[src/rtl/regfile_mp_sb.sv]
// regfile_mp_sb: 2R/2W bypassed register file with sweep clear and load-use scoreboard
module regfile_mp_sb #(
  parameter int DATA_W   = 32,
  parameter int ADDR_W   = 5,
  parameter int ZERO_REG = 1
) (
  input  logic              clock,
  input  logic              reset,
  input  logic              clear_req,
  output logic              clear_busy,
  input  logic [ADDR_W-1:0] rd_addr_a,
  output logic [DATA_W-1:0] rd_data_a,
  input  logic [ADDR_W-1:0] rd_addr_b,
  output logic [DATA_W-1:0] rd_data_b,
  input  logic              wr0_en,
  input  logic [ADDR_W-1:0] wr0_addr,
  input  logic [DATA_W-1:0] wr0_data,
  input  logic              wr1_en,
  input  logic [ADDR_W-1:0] wr1_addr,
  input  logic [DATA_W-1:0] wr1_data,
  input  logic              sb_set,
  input  logic [ADDR_W-1:0] sb_addr,
  output logic              hazard_a,
  output logic              hazard_b
);
  localparam int DEPTH = 2**ADDR_W;
  typedef enum logic {IDLE, SWEEP} state_t;
  state_t state, state_nxt;
  logic [ADDR_W-1:0] ptr;
  logic [DATA_W-1:0] mem [DEPTH];
  logic [DEPTH-1:0] sb;
  logic idle, wr_ok, wr0_ok, wr1_ok, sb_ok;

  function automatic logic is_zero(input logic [ADDR_W-1:0] a);
    return (ZERO_REG != 0) && (a == '0);
  endfunction

  always_ff @(posedge clock or negedge reset)
    if (!reset) state <= SWEEP;
    else state <= state_nxt;

  always_comb
    state_nxt = (state == SWEEP) ? ((&ptr) ? IDLE : SWEEP) : (clear_req ? SWEEP : IDLE);

  always_comb begin
    clear_busy = state == SWEEP;
    idle       = state == IDLE;
  end

  always_ff @(posedge clock or negedge reset)
    if (!reset) ptr <= '0;
    else if (clear_busy) ptr <= ptr + 1'b1;
    else if (clear_req) ptr <= '0;

  // a clear request in IDLE drops the writes of the same cycle
  assign wr_ok  = idle && !clear_req;
  assign wr0_ok = wr_ok && wr0_en && !is_zero(wr0_addr);
  assign wr1_ok = wr_ok && wr1_en && !is_zero(wr1_addr);
  assign sb_ok  = sb_set && !is_zero(sb_addr);

  // wr1 is applied last so it wins on an address collision
  always_ff @(posedge clock)
    if (clear_busy) mem[ptr] <= '0;
    else begin
      if (wr0_ok) mem[wr0_addr] <= wr0_data;
      if (wr1_ok) mem[wr1_addr] <= wr1_data;
    end

  // the new load wins over a same-cycle writeback to the same register
  always_ff @(posedge clock or negedge reset)
    if (!reset) sb <= '0;
    else if (idle && clear_req) sb <= '0;
    else if (idle) begin
      if (wr0_en) sb[wr0_addr] <= 1'b0;
      if (sb_ok) sb[sb_addr] <= 1'b1;
    end

  function automatic logic [DATA_W-1:0] rd(input logic [ADDR_W-1:0] a);
    return (!idle || is_zero(a)) ? '0
         : (wr1_en && wr1_addr == a) ? wr1_data
         : (wr0_en && wr0_addr == a) ? wr0_data
         : mem[a];
  endfunction

  function automatic logic hz(input logic [ADDR_W-1:0] a);
    return idle && sb[a] && !(wr0_en && wr0_addr == a);
  endfunction

  always_comb begin
    rd_data_a = rd(rd_addr_a);
    rd_data_b = rd(rd_addr_b);
    hazard_a  = hz(rd_addr_a);
    hazard_b  = hz(rd_addr_b);
  end
endmodule

[config.mk]
export PLATFORM = sky130hd
export DESIGN_NAME = regfile_mp_sb
export DESIGN_NICKNAME = d
export VERILOG_FILES = /design/src/rtl/regfile_mp_sb.sv
export SDC_FILE = /design/constraint.sdc
export NUM_CORES = 2
export LEC_CHECK = 0
export BUFFER_PORTS_ARGS = -buffer_cell sky130_fd_sc_hd__buf_2
export CAP_MARGIN = 15
export CELL_PAD_IN_SITES_DETAIL_PLACEMENT = 0
export CELL_PAD_IN_SITES_GLOBAL_PLACEMENT = 2
export CORE_AREA = 8 8 440 313
export CTS_BUF_LIST = sky130_fd_sc_hd__clkbuf_8
export DETAILED_ROUTE_END_ITERATION = 12
export DIE_AREA = 0 0 448 321
export GPL_TIMING_DRIVEN = 1
export PLACE_DENSITY_LB_ADDON = 0.1
export RECOVER_POWER = 50
export SLEW_MARGIN = 15
export SYNTH_ARGS = -nofsm -noshare
export SYNTH_HDL_FRONTEND = slang
export SYNTH_SLANG_ARGS = --single-unit
[constraint.sdc]
create_clock -name clock -period 7 [get_ports clock]
set_clock_uncertainty 0.15 [all_clocks]
set_input_delay 1.4 -clock clock [delete_from_list [all_inputs] [get_ports clock]]
set_output_delay 1.4 -clock clock [all_outputs]
set_load 0.01 [all_outputs]
==> run metrics <==
drt pass-1 iters 6; setup TNS 0 ps; worst r2r src clear_busy; clock-pin slew on the worst setup and hold paths 60 ps; initial antenna violation count 24; CP Class reg -> reg; CTS Buf Count 178; worst-path fanout max 22; Slew Limit Fails 386; distinct cell type count after synthesis 68; critical path's most frequent cell clkbuf_1; most frequent cells in the layout nand2_1, o21ai_0, edfxtp_1; gr usage total 37.39%; DP HPWL between 150000 and 200000 um; CTS tree built; vias per cell 6.938; total core area roughly 130000 sq um; CP arrival around 7000 ps; Area Growth Syn to Fin 9.795%; Clock Latency Late Sink 910 ps; Die H 321 um; CTS HTree Levels 4; Startpoint Class flip-flop; final std cells w/o fill 7330; cells after synthesis 5524; P_sw ~5.6 mW; syn_area_per_cell 11.27 sq um; commonest non-fill, non-tap cell in the layout nand2_1; DRT Wirelength 275200 um; switching part of the total power 32.54%; DP Area between 60000 and 70000 sq um; final worst path period need 6606 ps; Clock Tree Buf Depth 3; Setup WS pre-CTS 941.6 ps; crit end category flip-flop; HP Start sb[0]; RSZ-0062 raised after global routing false; Async SR Flop Fraction 3.578%; PwrDens 250.5 nW/um^2; Initial Util 47.37%; Peak VDD IR 0.1415 mV; crit-path cells nor2_1 > clkbuf_1 > o311a_2 > clkbuf_1 > a31oi_1 > o22ai_4 > clkbuf_1; number of buffers and inverters on the critical path 3; Final Util about 52%; IO buf count 161; synthesized area 62270 sq um; Worst Setup Slack, final 393.8 ps; Critical Path Source clear_busy; num rows 112; sequential share of the synthesized area around 51%; Crit path largest cell delay 1720 ps; fraction of layout cells with a size suffix above 1 22.06%; Final Hold Viols 0; prevailing post-synth register cell edfxtp_1; Post-DRT Antenna Nets 0; Die X approximately 450 um; post-CTS setup buffers 0; # resized after CTS 0; gp weighted congestion 0.8967; failing checks capacitance limit, slew limit; number of global-route vias before repair 47650; CTS sink count approximately 1100; Clock Power Share between 30% and 40%; die area ~140000 sq um; first-pass GRT wire length 379700 um; Slew headroom -62.73%; Placed Instances approximately 7000; CP top delay family buffers and inverters; Max Clock Freq 151.4 MHz; leak pwr around 23 nW; # setup viols final 0; Yosys reg bits around 1100; total of max-cap violations 21; I/O Pins 162; slowest CP cell clkbuf_1; drt wl/cell 37.54 um; # DRC 0; Pwr Total 17.13 mW; EDFF count, synth 1024; syn_nets 5621; 1st-iter DRT viols 8696; routed vias 50860; Slew @ Worst Pin 2441 ps; Ys Warns 0; nets roughly 5500; GRT Residual Overflow 0; Logic pwr share approximately a fifth; clk root buf clkbuf_8; largest net degree at the start of global routing 65; sequential share of power 47.5%; worst hold slack 377.6 ps; Cell Int Power 11.55 mW; Final Cycle Share 94.37%; Post-Layout Inst Area 68370 sq um; # hold bufs at CTS 0; HP Class reg -> reg; status finished with violations; Critical Path RT 7350 ps
## per-layer routing
metal	wire length, um	GRT usage, %	vias up
li1	-	-	20750
met1	105500	52.53	25090
met2	114500	52.68	4250
met3	41160	12.21	747
met4	13990	17.10	18
met5	110	0	-
## cell families (layout without fill, tap and decap cells)
family / count (synthesis) / after routing / share of synthesized area [%]
AO/OA/AOI/OAI: 1602 / 1602 / 14.57
AND/OR/NAND/NOR: 1444 / 1444 / 9.669
flip-flops: 1062 / 1062 / 50.91
buffers and inverters: 722 / 746 / 4.794
multiplexers: 670 / 670 / 19.71
XOR/XNOR: 22 / 22 / 0.3094
adder cells (fa/ha/maj): 2 / 2 / 0.04018
other: 0 / 15 / 0
## cells in the mapped netlist (12+ instances only)
cell | n | area, sq um
a211oi_1 | 56 | 420.4
a21oi_1 | 98 | 490.5
a22o_1 | 37 | 324.1
a22oi_1 | 48 | 360.4
a32oi_1 | 22 | 192.7
buf_1 | 37 | 138.9
buf_2 | 148 | 740.7
buf_4 | 23 | 172.7
clkbuf_1 | 468 | 1757
dfrtp_1 | 37 | 925.9
edfxtp_1 | 1024 | 30750
inv_1 | 41 | 153.9
mux2_2 | 128 | 1441
mux2i_1 | 110 | 1101
mux4_2 | 432 | 9729
nand2_1 | 1115 | 4185
nand2b_1 | 12 | 75.07
nand3_1 | 44 | 220.2
nor2_1 | 84 | 315.3
nor2_2 | 16 | 100.1
nor2b_1 | 22 | 137.6
nor3_1 | 41 | 205.2
nor4_1 | 27 | 168.9
o211ai_1 | 40 | 300.3
o21ai_0 | 1057 | 5290
o21ai_1 | 22 | 110.1
o21bai_1 | 15 | 112.6
o221ai_1 | 34 | 297.8
o22ai_1 | 128 | 800.8
or3_1 | 21 | 131.4
xor2_1 | 13 | 113.9
## power by group through the flow
stage	Clock (mW)	Combinational, mW	Sequential (mW)
detailed placement	0	3.46	8.23
finish	5.44	3.56	8.13
global route	5.71	3.60	8.18
CTS	5.46	3.47	8.10
global placement	0	3.44	8.20
floorplan	0	1.86	8.10
## state kept, by name, summed over array words and instances, names as in the netlist
| signal | flops |
|---|---|
| mem | 1024 |
| ptr | 5 |
| clear_busy | 1 |
| sb | 32 |
## area by class of cell
cell class / count / area (sq um)
fill: 11520 / 63080
tap: 1767 / 2211
clock buffer: 182 / 2505
inverter: 43 / 161.4
multi-input combinational: 3740 / 28150
timing repair buffer: 385 / 2864
sequential: 1062 / 31700
antenna: 15 / 37.54
clock inverter: 136 / 739.5
## worst paths after layout
kind | endpoint | slack [ps] | cells after the start
worst max-delay path | mem[21][18] | 390 | 7
worst max register to register | mem[21][18] | 390 | 7
worst min register to register | sb[0] | 380 | 1
max in group asynchronous | ptr[4] | 4530 | 1
worst min-delay path | sb[0] | 380 | 1
min in group asynchronous | sb[4] | 920 | 1
(Power assumes the default switching activity.)
